==> src/rtl/uart_rx.sv <==
// 8N1 UART receiver sampling mid-bit off a 16-bit bit-time counter; define
// UART_RX_PARITY_EN to add an even-parity bit between data bit 7 and stop.
module uart_rx #(
   parameter int CLK_FREQ  = 50_000_000,
   parameter int BAUD_RATE = 9600
) (
   input  logic       clk,
   input  logic       rst,
   input  logic       rx,
   output logic [7:0] rx_data,
   output logic       rx_valid,
   output logic       rx_busy,
   output logic       frame_err,
   output logic       parity_err
);

   // state  | meaning
   // IDLE   | line idle, waiting for a low level
   // START  | wait to mid start bit, reject glitches
   // DATA   | sample 8 data bits LSB first
   // PARITY | sample even-parity bit (UART_RX_PARITY_EN only)
   // STOP   | sample stop bit, publish result
   localparam int          CLKS_PER_BIT = CLK_FREQ / BAUD_RATE;
   localparam logic [15:0] BIT_LAST     = 16'(CLKS_PER_BIT - 1);
   localparam logic [15:0] HALF_LAST    = 16'(CLKS_PER_BIT / 2 - 1);

   typedef enum logic [2:0] {
      ST_IDLE   = 3'd0,
      ST_START  = 3'd1,
      ST_DATA   = 3'd2,
`ifdef UART_RX_PARITY_EN
      ST_PARITY = 3'd3,
`endif
      ST_STOP   = 3'd4
   } state_t;

   state_t      state_q, state_d;
   logic        sync1_q, sync2_q;
   logic [15:0] cnt_q, cnt_d;
   logic [2:0]  bit_idx_q, bit_idx_d;
   logic [7:0]  shift_q, shift_d;
   logic [7:0]  data_q, data_d;
   logic        valid_q, valid_d;
   logic        ferr_q, ferr_d;
   logic        rx_s;

   assign rx_s = sync2_q;

`ifdef UART_RX_PARITY_EN
   logic perr_q, perr_d;
   logic par_bad_q, par_bad_d;
`endif

   always_comb begin
      state_d   = state_q;
      cnt_d     = cnt_q + 16'd1;
      bit_idx_d = bit_idx_q;
      shift_d   = shift_q;
      data_d    = data_q;
      valid_d   = 1'b0;
      ferr_d    = 1'b0;
`ifdef UART_RX_PARITY_EN
      perr_d    = 1'b0;
      par_bad_d = par_bad_q;
`endif
      case (state_q)
         ST_IDLE: begin
            cnt_d     = 16'd0;
            bit_idx_d = 3'd0;
            if (!rx_s) state_d = ST_START;
         end
         ST_START: begin
            if (cnt_q == HALF_LAST) begin
               cnt_d     = 16'd0;
               bit_idx_d = 3'd0;
               state_d   = rx_s ? ST_IDLE : ST_DATA;
            end
         end
         ST_DATA: begin
            if (cnt_q == BIT_LAST) begin
               cnt_d              = 16'd0;
               shift_d[bit_idx_q] = rx_s;
               bit_idx_d          = bit_idx_q + 3'd1;
               if (bit_idx_q == 3'd7) begin
`ifdef UART_RX_PARITY_EN
                  state_d = ST_PARITY;
`else
                  state_d = ST_STOP;
`endif
               end
            end
         end
`ifdef UART_RX_PARITY_EN
         ST_PARITY: begin
            if (cnt_q == BIT_LAST) begin
               cnt_d     = 16'd0;
               par_bad_d = (^shift_q) ^ rx_s;
               state_d   = ST_STOP;
            end
         end
`endif
         ST_STOP: begin
            if (cnt_q == BIT_LAST) begin
               // Leave at mid-stop so a back-to-back start edge is not missed.
               cnt_d   = 16'd0;
               state_d = ST_IDLE;
               if (!rx_s) begin
                  ferr_d = 1'b1;
`ifdef UART_RX_PARITY_EN
               end else if (par_bad_q) begin
                  perr_d = 1'b1;
`endif
               end else begin
                  valid_d = 1'b1;
                  data_d  = shift_q;
               end
            end
         end
         default: begin
            state_d = ST_IDLE;
            cnt_d   = 16'd0;
         end
      endcase
   end

   always_ff @(posedge clk) begin
      if (!rst) begin
         state_q   <= ST_IDLE;
         sync1_q   <= 1'b1;
         sync2_q   <= 1'b1;
         cnt_q     <= 16'd0;
         bit_idx_q <= 3'd0;
         shift_q   <= 8'h00;
         data_q    <= 8'h00;
         valid_q   <= 1'b0;
         ferr_q    <= 1'b0;
      end else begin
         state_q   <= state_d;
         sync1_q   <= rx;
         sync2_q   <= sync1_q;
         cnt_q     <= cnt_d;
         bit_idx_q <= bit_idx_d;
         shift_q   <= shift_d;
         data_q    <= data_d;
         valid_q   <= valid_d;
         ferr_q    <= ferr_d;
      end
   end

`ifdef UART_RX_PARITY_EN
   always_ff @(posedge clk) begin
      if (!rst) begin
         perr_q    <= 1'b0;
         par_bad_q <= 1'b0;
      end else begin
         perr_q    <= perr_d;
         par_bad_q <= par_bad_d;
      end
   end
   assign parity_err = perr_q;
`else
   assign parity_err = 1'b0;
`endif

   assign rx_data   = data_q;
   assign rx_valid  = valid_q;
   assign frame_err = ferr_q;
   assign rx_busy   = (state_q != ST_IDLE);

endmodule

==> config.mk <==
export PLATFORM = sky130hd
export DESIGN_NAME = uart_rx
export DESIGN_NICKNAME = d
export VERILOG_FILES = /design/src/rtl/uart_rx.sv
export SDC_FILE = /design/constraint.sdc
export NUM_CORES = 1
export LEC_CHECK = 0
export CAP_MARGIN = 10
export CORE_UTILIZATION = 28
export CTS_CLUSTER_DIAMETER = 200
export CTS_CLUSTER_SIZE = 25
export DETAILED_ROUTE_END_ITERATION = 12
export GPL_ROUTABILITY_DRIVEN = 0
export PLACE_DENSITY = 0.43
export REMOVE_ABC_BUFFERS = 1
export SETUP_SLACK_MARGIN = 0.4
export SLEW_MARGIN = 20
export SYNTH_ARGS = -nofsm -noshare
export SYNTH_HDL_FRONTEND = slang
export SYNTH_SLANG_ARGS = --single-unit
==> constraint.sdc <==
create_clock -name clk -period 1.6 [get_ports clk]
set_clock_uncertainty 0.05 [all_clocks]
set_input_delay 0.32 -clock clk [delete_from_list [all_inputs] [get_ports clk]]
set_output_delay 0.32 -clock clk [all_outputs]
set_load 0.01 [all_outputs]
After elaboration in Yosys (flattened, before gate mapping)
Cells that the tools add are included.
{ "word_totals": {"out_inout_bits": 12, "mem_count": 0, "latch_bits": 0, "ff_bits": 42, "input_bits": 3, "wordCells": 52, "rom_bits": 0, "ram_bits": 0} }
{ "classes": {"n_shift": 0, "mux": 18, "bitwise": 0, "reduce_logical": 10, "n_addsub": 2, "eq_ne": 11, "multipliers": 0, "n_div": 0, "magnitude_cmp": 2} }
{ "op_table": {"columns": ["op", "n"], "rows": [
  ["16-bit two-way mux", 2],
  ["16-bit one-hot mux with 2 select lines", 1],
  ["3-bit two-way mux", 7],
  ["16-bit by 1-bit adder with 16-bit output (second input constant)", 1],
  ["16-bit by 12-bit equality test with 1-bit output (second input constant)", 1],
  ["16-bit by 13-bit equality test with 1-bit output (second input constant)", 1],
  ["3-bit one-hot mux with 4 select lines", 1],
  ["2-bit != test (second input constant)", 5],
  ["3-bit one-hot mux with 3 select lines", 1],
  ["3-bit AND reduction", 3],
  ["8-bit bitwise mux", 1],
  ["3-bit equality test (second input constant)", 2],
  ["3-bit nonzero test", 2],
  ["5-bit AND reduction", 1],
  ["3-bit by 4-bit less-than comparator with 1-bit output (second input constant)", 1],
  ["3-bit by 1-bit adder with 3-bit output (second input constant)", 1],
  ["1-bit demux with 3-bit select", 1],
  ["3-bit by 1-bit equality test with 1-bit output (second input constant)", 1],
  ["3-bit by 2-bit equality test with 1-bit output (second input constant)", 1],
  ["3-bit by 1-bit >= comparator with 1-bit output (second input constant)", 1],
  ["3-bit logical NOT", 1],
  ["1-bit two-way mux", 3],
  ["2-bit two-way mux", 1],
  ["2-bit AND reduction", 1],
  ["other kinds (2)", 2]
]} }

Depth between registers and ports, before layout
Gate-level depths: netlist of run 1.
{ "logic_depth": {"ltp_word": 5, "mapped_depth": 7, "ltp_nobuf": 5} }

Worst setup path after synthesis of run 1
Ideal clock, no wire load.
{ "synth_timing": {"kind": "register -> register", "from": "reg cnt_q[0]", "to": "reg cnt_q[5]", "setup_slack_ns": -0.129, "required_time_ns": 1.431, "setup_ns": 0.119, "stages_incl_launch_ff": 8, "period_less_slack_ns": 1.729, "arrival_ns": 1.560, "path_buffers": 2, "cell_sequence": "dfxtp_1 ha_1 and4bb_4 and4_4 buf_6 o22a_4 buf_12 nor2_4"} }
{ "synth_between": {"elab_chain_cells": 3, "elab_cells_between_ends": 6, "classes_between": "1 x add/sub; 2 x eq/ne; 3 x mux"} }
{ "synth_rtl": {"columns": ["element", "line", "source"], "rows": [
  ["start, declared", "39", "logic [15:0] cnt_q, cnt_d;"],
  ["start signal, assigned", "141", "cnt_q <= cnt_d;"],
  ["16-bit by 1-bit adder with 16-bit output (tied with other cells)", "56", "cnt_d = cnt_q + 16'd1;"],
  ["16-bit two-way mux, on equally long branches", "80, 103, 73", null],
  ["16-bit one-hot mux with 2 select lines *", "66", "case (state_q)"]
]} }
Mark *: on every way between the ends. The rest lies on a longest branch, timed or not.
A chain may end at the register's enable or synchronous reset.

Final worst setup path of run 1
{ "layout_timing": {"from": "reg cnt_q[0]", "to": "reg cnt_q[2]"} }
The elaborated chain is that of the path after synthesis.

==> impl_metrics.csv, run 1 <==
group,metric,value,unit
synth,async_flop_share,0,
clock_tree,cts_inserted_buffers,5,
die,core-area,7292,um2
synth,synth-warning-count,0,
grt,globalRouteTotalUtil,0.1545,
clock_tree,htree_levels,2,
power_and_ir_drop,p_int,0.001396,W
clock_tree,clockBufferDepth,2,
grt,grt_max_degree,16,
power_and_ir_drop,p_leak,1.107,nW
drt,drt_wl_total,5631,um
power_and_ir_drop,p_total,0.001845,W
clock_tree,cts.sinks,42,
place,dpl.hpwl,3640,um
sta,finalMaxSlewViolations,0,
power_and_ir_drop,p_seq_frac,0.570,
sta,setup_ws,-0.04541,ns
synth,syn_inst,230,
die,io_pins,15,
finish,stdcell_count,396,
grt,overflow,0,
synth,avgSynthCellArea,9.188,um2
drt,drc,0,
die,start_util,0.2898,
hold_path,hp-class,"flop to flop",
finish,area_delta_synth_final,50.74,%
clock_tree,root_buffer,"clkbuf_8",
grt,grt_pass1_wl,9246,um
place,placed_area,2619,um2
sta,setup_violations,13,
status,status,"complete, but fails checks",
power_and_ir_drop,swShare,0.2436,
drt,drt_iter0_drc,116,
synth,ys_seq_elements,42,
die,die_h,88.88,um
setup_path,critPathMaxFanout,5,
clock_tree,ctsHoldBuffers,0,
finish,diodes,0,
drt,via_per_inst,4.856,
drt,num_vias,1923,
status,failed_checks,"negative setup slack",
synth,yosys.cell_types.count,48,
setup_path,end_kind,"flop",
die,die_area,7899,um2
grt,first_global_vias,1881,
power_and_ir_drop,p_per_area,579.1,nW/um2
setup_path,ff2ff_setup_slack,-0.05,ns
finish,drive_gt1_frac,0.5387,
drt,routedWlPerCell,14.22,um
sta,fin_crit,1.645,ns
power_and_ir_drop,vdd_drop_max,0.0003979,V
setup_path,worstSetupStartpointType,"flop",
sta,finalCritPeriodShare,1.028,
die,die_w,88.88,um
synth,yosysSeqAreaShare,0.3979,
drt,drtPass1Iterations,4,
setup_path,cp_data_arrival_time,1.79,ns
clock_tree,worstSkewPairLatency,0.30,ns
setup_path,worst_ep_required_time,1.75,ns
sta,rsz0062_at_grt,"yes",
clock_tree,path_clk_slew,0.08,ns
setup_path,crit_type,"flop to flop",
grt,antenna_found_initial,0,
clock_tree,tritoncts,"built",
drt,drtAntennaViolNets,0,
place,placed_cells,370,
sta,fmax,607.8,MHz
place,portBuffers,13,
synth,netlist_area,2113,um2
power_and_ir_drop,p_sw,0.0004493,W
synth,synthFlopType,"dfxtp_1",
finish,final_area,3186,um2
sta,hold_violations,0,
synth,synth-edff-count,0,
power_and_ir_drop,clkPwrFrac,0.385,
finish,nNetsFinal,302,
die,fp-row-count,31,
job,drv_cap,0,
power_and_ir_drop,share_comb_of_total_power,0.046,
## timing repair
item	4_1_cts	5_1_grt
gates cloned	2	1
setup endpoints to repair	51	41
gates resized for setup	97	44
pin swaps	31	31
buffers inserted	12	3
## cells in the final DEF (no fill, tap or decap), types with 5 or more instances in the layout
cell type  instances
nor2_4             9
buf_2             11
o21ai_1            6
xnor2_1            7
a21oi_2           11
buf_4             39
or3_1              6
buf_12             5
nand3_2            7
dfxtp_2           15
a21oi_1            9
buf_6             14
xor2_1             5
nor2_1             9
o21ai_2            8
clkbuf_8           5
nand4_1            9
nand2_1            8
nand3_1           11
and3_1             7
dfxtp_1           25
## final timing paths
kind,from,cells after the start,to
worst min-delay path,sync1_q$_SDFF_PN1_,1,rx_s$_SDFF_PN1_
worst max-delay path,cnt_q[0]$_SDFF_PN0_,7,cnt_q[2]$_SDFF_PN0_
worst max register to register,cnt_q[0]$_SDFF_PN0_,7,cnt_q[2]$_SDFF_PN0_
worst min register to register,sync1_q$_SDFF_PN1_,1,rx_s$_SDFF_PN1_
## per-layer routing
metal / vias up / part of all wire / GRT usage
li1: 978 / - / -
met1: 921 / 0.47 / 0.2018
met2: 20 / 0.50 / 0.2594
met3: 4 / 0.022 / 0.02985
met4: 0 / 0.0064 / 0.04252
met5: - / 0 / 0
## cell families after synthesis
logic type               count (synthesis)  synth area share
AO/OA/AOI/OAI                           51            0.1457
XOR/XNOR                                12           0.04973
adder cells (fa/ha/maj)                  3           0.01776
buffers and inverters                   18           0.05092
flip-flops                              42            0.3979
multiplexers                             1          0.004737
other                                    1          0.001774
AND/OR/NAND/NOR                        102            0.3316
## power by group through the flow
| stage | Clock (W) | Sequential [W] | Combinational [W] |
|---|---|---|---|
| floorplan | 0 | 0.00108 | 0.0000229 |
| global placement | 0 | 0.00108 | 0.0000632 |
| detailed placement | 0 | 0.00108 | 0.0000629 |
| CTS | 0.000744 | 0.00105 | 0.0000766 |
| global route | 0.000786 | 0.00105 | 0.0000899 |
| finish | 0.000709 | 0.00105 | 0.0000840 |
## worst max-delay path, cell delays in order, from the launching register on
cell	delay, ns
dfxtp_2	0.36
ha_4	0.15
nor4bb_4	0.23
and4_4	0.29
o22a_4	0.20
buf_12	0.12
buf_16	0.12
nor2_2	0.04
## metrics by stage
stage / hold slack, ns / setup WS, ns / util / setup TNS [ns]
after floorplan: 0.3363 / -0.3038 / - / -3.502
after global placement: 0.3397 / -0.09251 / 0.3591 / -1.876
after detailed placement: 0.3417 / -0.1076 / 0.3591 / -2.910
after CTS: 0.3626 / 0.008027 / 0.4049 / 0
after global routing: 0.3855 / -0.1187 / 0.4369 / -2.449
final: 0.3611 / -0.04541 / 0.4369 / -0.4136
## cell usage after synthesis (2+ instances only)
master    number  share of area
dfxtp_1       42           0.40
a21oi_1       20          0.047
nand3_1       19          0.045
o21ai_0       17          0.040
nor2_1        12          0.021
nand2_1        9          0.016
nand4_1        9          0.027
nor2_4         9          0.048
clkbuf_1       8          0.014
and3_1         7          0.021
or3_1          7          0.021
xnor2_1        7          0.029
xor2_1         5          0.021
buf_4          4          0.014
nand2b_1       4          0.012
and4bb_4       3          0.023
ha_1           3          0.018
nor4_1         3         0.0089
o211ai_1       3          0.011
o41ai_1        3          0.012
a32oi_1        2         0.0083
and2_1         2         0.0059
and4_1         2         0.0083
inv_1          2         0.0036
nand3b_1       2         0.0071
nand4b_1       2         0.0083
nor3_1         2         0.0047
nor3b_2        2          0.012
## final cells by class
class / count / area (um2)
Clock inverter: 3 / 21.27
Tap cell: 99 / 123.9
Inverter: 3 / 11.26
Fill cell: 763 / 4106
Sequential cell: 42 / 867.1
Clock buffer: 5 / 68.82
Multi-Input combinational cell: 171 / 1415
Timing Repair Buffer: 73 / 678.2
## flip-flops by register name (all words and copies together), names as in the netlist
signal and cells:
bit_idx_q 3, rx_valid 1, cnt_q 16, rx_data 8
shift_q 8, sync1_q 1, state_q 3, frame_err 1
rx_s 1
(Power assumes the default switching activity.)
==> run 2, diff against run 1 <==
- DONT_BUFFER_PORTS: unset -> 1
- PLACE_DENSITY: 0.43 -> 0.4
==> run 2 against run 1 <==
Effect of this change:
- the flow still finishes with violations (negative setup slack)
- die area did not move
- via count fell by 2.3%
- utilization decreased by 2.6 points
- global-route usage up 0.075 points
- hold slack got worse by 0.31 ns
- non-clock buffer count decreased by 15
- sequential share of layout area is 1.5 points higher
- register-to-register slack gained 0.02 ns
- routed wire length decreased by 0.99%
- power increased by 6.6%
- clock power increased by 21%
- largest power group unchanged
==> impl_metrics.csv, run 2 (synthesized netlist as in run 1, its figures left out) <==
group,metric,value,unit
hold_path,hold_start,"rst",
finish,multiInputGateArea,1346,um2
sta,rsz0062_at_grt,"yes",
setup_path,critPathMaxFanout,7,
setup_path,regToRegStartpoint,"cnt_q[1]$_SDFF_PN0_",
status,status,"complete, but fails checks",
setup_path,crit_path_start,"cnt_q[1]$_SDFF_PN0_",
sta,fmax,616.3,MHz
power_and_ir_drop,p_int,0.001539,W
power_and_ir_drop,p_per_area,656.3,nW/um2
clock_tree,tritoncts,"built",
grt,globalRouteTotalUtil,0.1552,
sta,setup_violations,5,
grt,grt_pass1_wl,9183,um
clock_tree,root_buffer,"clkbuf_8",
finish,nNetsFinal,287,
clock_tree,cts_inserted_buffers,5,
setup_path,worstSetupStartpointType,"flop",
die,die_h,88.88,um
setup_path,cp_data_arrival_time,1.76,ns
power_and_ir_drop,p_sw,0.0004282,W
power_and_ir_drop,p_leak,1.012,nW
finish,regMostFlops,"cnt_q",
finish,seq_area,859.6,um2
clock_tree,worstSkewPairLatency,0.30,ns
power_and_ir_drop,p_total,0.001968,W
grt,overflow,0,
power_and_ir_drop,vdd_drop_max,0.0003218,V
power_and_ir_drop,p_seq_frac,0.534,
finish,final_common_cell,"buf_4",
clock_tree,clockBufferDepth,2,
finish,final_core_util,0.4111,
clock_tree,path_clk_slew,0.09,ns
clock_tree,htree_levels,2,
sta,finalCritPeriodShare,1.014,
setup_path,ff2ff_setup_slack,-0.02,ns
finish,nFillCells,769,
die,die_area,7899,um2
drt,num_vias,1879,
die,core-area,7292,um2
grt,first_global_vias,1824,
drt,drc,0,
hold_path,hp-class,"input pin to flop",
sta,fin_crit,1.623,ns
finish,final_area,2998,um2
setup_path,crit_type,"flop to flop",
die,io_pins,15,
drt,drtAntennaViolNets,0,
place,dpl.hpwl,3869,um
sta,setup_ws,-0.02270,ns
power_and_ir_drop,clkPwrFrac,0.436,
power_and_ir_drop,swShare,0.2176,
job,drv_cap,0,
drt,drtPass1Iterations,4,
clock_tree,cts.sinks,42,
finish,largest_reg_flops,16,
finish,area_delta_synth_final,41.86,%
place,portBuffers,0,
power_and_ir_drop,share_comb_of_total_power,0.030,
die,die_w,88.88,um
grt,antenna_found_initial,0,
drt,drt_iter0_drc,76,
drt,drt_wl_total,5575,um
finish,diodes,0,
finish,stdcell_count,381,
place,dp_worst_setup_slack,-0.1392,ns
sta,hold_violations,0,
sta,finalMaxSlewViolations,0,
setup_path,end_kind,"flop",
drt,via_per_inst,4.932,
place,placed_cells,363,
finish,drive_gt1_frac,0.4433,
place,placed_area,2534,um2
grt,grt_max_degree,18,
setup_path,worst_ep_required_time,1.74,ns
status,failed_checks,"negative setup slack",
finish,layout_common_cells,"buf_4, dfxtp_1, a21oi_1",
die,fp-row-count,31,
drt,routedWlPerCell,14.63,um
die,start_util,0.2898,
run 2: changes by cell type in the layout (fill, tap and decap cells not counted), moves of 3 or more:
cell,previous run,this run
a21oi_2,11,3
nand3_2,7,4
buf_2,11,0
dfxtp_2,15,6
a21oi_1,9,17
dfxtp_1,25,33
nand3_1,11,15
run 2: critical path, stage by stage (launching register included):
cell and delay [ns]:
dfxtp_4 0.37, ha_4 0.14, and4bb_4 0.29, and4_4 0.25, o22a_4 0.22, and2b_1 0.20
run 2: per-stage QoR:
step / setup TNS (ns) / hold WS [ns]
floorplan: -3.502 / 0.3363
global placement: -2.245 / 0.3470
detailed placement: -2.426 / 0.3478
CTS: -0.05839 / 0.04253
global route: -1.172 / 0.03448
finish: -0.04626 / 0.04922
run 2: repair_timing:
action / CTS / global route
resized for setup: 54 / 21
setup buffers: 7 / 2
endpoints found under the hold margin: 0 / 0
pin swaps: 37 / 15
hold buffers: 0 / 0
cloned: 1 / 0
setup endpoints to repair: 41 / 41
run 2: power groups by stage:
stage          combinational (W)  clock (W)  sequential, W
3_3_place_gp           0.0000549          0        0.00108
5_1_grt                0.0000647   0.000933        0.00105
3_5_place_dp           0.0000536          0        0.00108
4_1_cts                0.0000591   0.000875        0.00105
2_1_floorplan          0.0000229          0        0.00108
6_report               0.0000594   0.000858        0.00105
run 2: final cells by class:
cell class / instances / share of cell area
multi-input combinational: 171 / 0.4491
clock inverter: 2 / 0.01252
tap: 99 / 0.04132
sequential: 42 / 0.2867
timing repair buffer: 58 / 0.1824
inverter: 3 / 0.003756
clock buffer: 6 / 0.02421
run 2: worst paths after layout:
kind / to / depth (start not counted)
setup / recovery: cnt_q[1]$_SDFF_PN0_ / 5
hold / removal: sync1_q$_SDFF_PN1_ / 1
setup reg to reg: cnt_q[1]$_SDFF_PN0_ / 5
hold reg to reg: rx_s$_SDFF_PN1_ / 1
run 2: metal layers:
layer	part of all wire	wire, um	vias up	global-route usage
met4	0.0065	36	0	0.03666
li1	-	-	948	-
met3	0.028	154	2	0.03172
met2	0.48	2658	28	0.2587
met1	0.49	2725	901	0.2056
met5	0	0	-	0
==> run 3, diff against run 2 <==
- CORE_MARGIN: unset -> 2
- CTS_CLUSTER_SIZE: 25 -> unset
==> run 3 against run 2 <==
Effect of this change:
- the run still ends with negative setup slack left
- final cell count shrank 1.8%
- hold slack gained 0.020 ns
- combinational power shrank 7.9%
- largest cell class unchanged
- via count shrank 1.0%
==> impl_metrics.csv, run 3 (synthesized netlist as in run 1, its figures left out) <==
group,metric,value,unit
finish,seq_area,862.1,um2
die,fp-row-count,31,
sta,fmax,607.6,MHz
grt,overflow,0,
sta,finalCritPeriodShare,1.029,
setup_path,end_kind,"flop",
clock_tree,cts.sinks,42,
finish,stdcell_count,374,
grt,gr-usage-met3,0.02838,
sta,rsz0062_at_grt,"yes",
power_and_ir_drop,share_comb_of_total_power,0.030,
grt,first_global_vias,1777,
finish,largest_reg_flops,16,
sta,setup_ws,-0.04588,ns
clock_tree,tritoncts,"built",
grt,grt_max_degree,18,
status,failed_checks,"negative setup slack",
drt,num_vias,1860,
power_and_ir_drop,vdd_drop_max,0.0003521,V
drt,drtPass1Iterations,7,
grt,use_met2,0.2152,
grt,grt_pass1_wl,9121,um
power_and_ir_drop,clkPwrFrac,0.386,
place,dp_worst_setup_slack,-0.1346,ns
die,io_pins,15,
power_and_ir_drop,p_per_area,608.9,nW/um2
clock_tree,ctsHoldBuffers,0,
finish,diodes,0,
drt,drc,0,
finish,layout_common_cells,"buf_4, dfxtp_1, a21oi_1",
finish,drive_gt1_frac,0.4400,
hold_path,hp-class,"input pin to flop",
clock_tree,worstSkewPairLatency,0.29,ns
place,dpl.hpwl,3599,um
drt,via_per_inst,4.973,
power_and_ir_drop,p_sw,0.0004220,W
die,die_h,90.88,um
clock_tree,root_buffer,"clkbuf_8",
finish,final_common_cell,"buf_4",
grt,globalRouteTotalUtil,0.1358,
setup_path,ff2ff_setup_slack,-0.05,ns
setup_path,worstSetupStartpointType,"flop",
clock_tree,cts_inserted_buffers,5,
setup_path,critPathMaxFanout,6,
sta,fin_crit,1.646,ns
status,status,"complete, but fails checks",
setup_path,cp_data_arrival_time,1.78,ns
setup_path,worst_ep_required_time,1.73,ns
grt,top_usage_layer,"met2",
drt,drt_iter0_drc,117,
die,start_util,0.2898,
grt,globalRouteMet1Util,0.1947,
power_and_ir_drop,swShare,0.2347,
drt,routedWlPerCell,14.86,um
power_and_ir_drop,p_int,0.001376,W
clock_tree,clockBufferDepth,2,
place,portBuffers,0,
finish,area_delta_synth_final,39.73,%
clock_tree,path_clk_slew,0.09,ns
job,drv_cap,0,
finish,multiInputGateArea,1370,um2
die,die_w,90.88,um
clock_tree,htree_levels,2,
drt,drt_wl_total,5556,um
grt,antenna_found_initial,0,
drt,drtAntennaViolNets,0,
sta,hold_violations,0,
sta,hold_slack,0.06916,ns
sta,setup_violations,16,
die,core-area,7292,um2
die,die_area,8258,um2
sta,finalMaxSlewViolations,0,
finish,nNetsFinal,280,
power_and_ir_drop,p_leak,0.9835,nW
finish,regMostFlops,"cnt_q",
power_and_ir_drop,p_seq_frac,0.583,
finish,nFillCells,765,
setup_path,crit_type,"flop to flop",
place,placed_cells,352,
power_and_ir_drop,p_total,0.001798,W
## run 3: cell count changes in the layout (fill, tap and decap cells not counted), moves of 2 or more
cell     previous run  this run
buf_4              40        34
nor4_1              0         2
o21ai_2             9         7
a21oi_1            17        15
a21oi_2             3         5
buf_6              13        10
nor4_2              3         1
## run 3: what timing repair did
item,in CTS,in global routing
setup buffers,3,9
endpoints found under the setup margin,41,41
pin swaps,31,16
cloned,1,1
gates resized for setup,54,24
## run 3: cell type report
cell class,count,area share
clock buffers,6,0.02458
clock inverters,2,0.004661
inverters,3,0.003814
multi-input cells,171,0.4640
flip-flops and latches,42,0.2919
well taps,99,0.04195
repair buffers,51,0.1691
## run 3: final timing paths
check                 startpoint  depth (start not counted)                   end
max          cnt_q[1]$_SDFF_PN0_                          6  cnt_q[14]$_SDFF_PN0_
min                          rst                          1    sync1_q$_SDFF_PN1_
max reg2reg  cnt_q[1]$_SDFF_PN0_                          6  cnt_q[14]$_SDFF_PN0_
min reg2reg   sync1_q$_SDFF_PN1_                          1       rx_s$_SDFF_PN1_
## run 3: power by group through the flow
stage                logic, W  clock network [W]  registers (W)
floorplan           0.0000229                  0        0.00108
global placement    0.0000494                  0        0.00108
detailed placement  0.0000486                  0        0.00108
CTS                 0.0000507           0.000718        0.00105
global route        0.0000590           0.000771        0.00105
finish              0.0000547           0.000695        0.00105
## run 3: worst max-delay path, cell delays in order (launching register included)
cell and delay, ns:
dfxtp_4 0.37, ha_4 0.15, and4bb_4 0.31, and4_4 0.26
o22a_4 0.21, buf_12 0.15, a21oi_2 0.04
## run 3: through the flow
step	area [um2]	TNS [ns]	utilization
final	2953	-0.5413	0.4049
after global routing	2953	-1.884	0.4049
after CTS	2776	-0.1051	0.3807
after detailed placement	2464	-3.648	0.3379
after global placement	2464	-2.486	0.3379
after floorplan	2017	-3.502	-
## run 3: per-layer routing
metal | share of wire | wire [um]
met1 | 0.50 | 2761
met2 | 0.47 | 2605
met3 | 0.030 | 166
met4 | 0.0040 | 22
met5 | 0 | 0
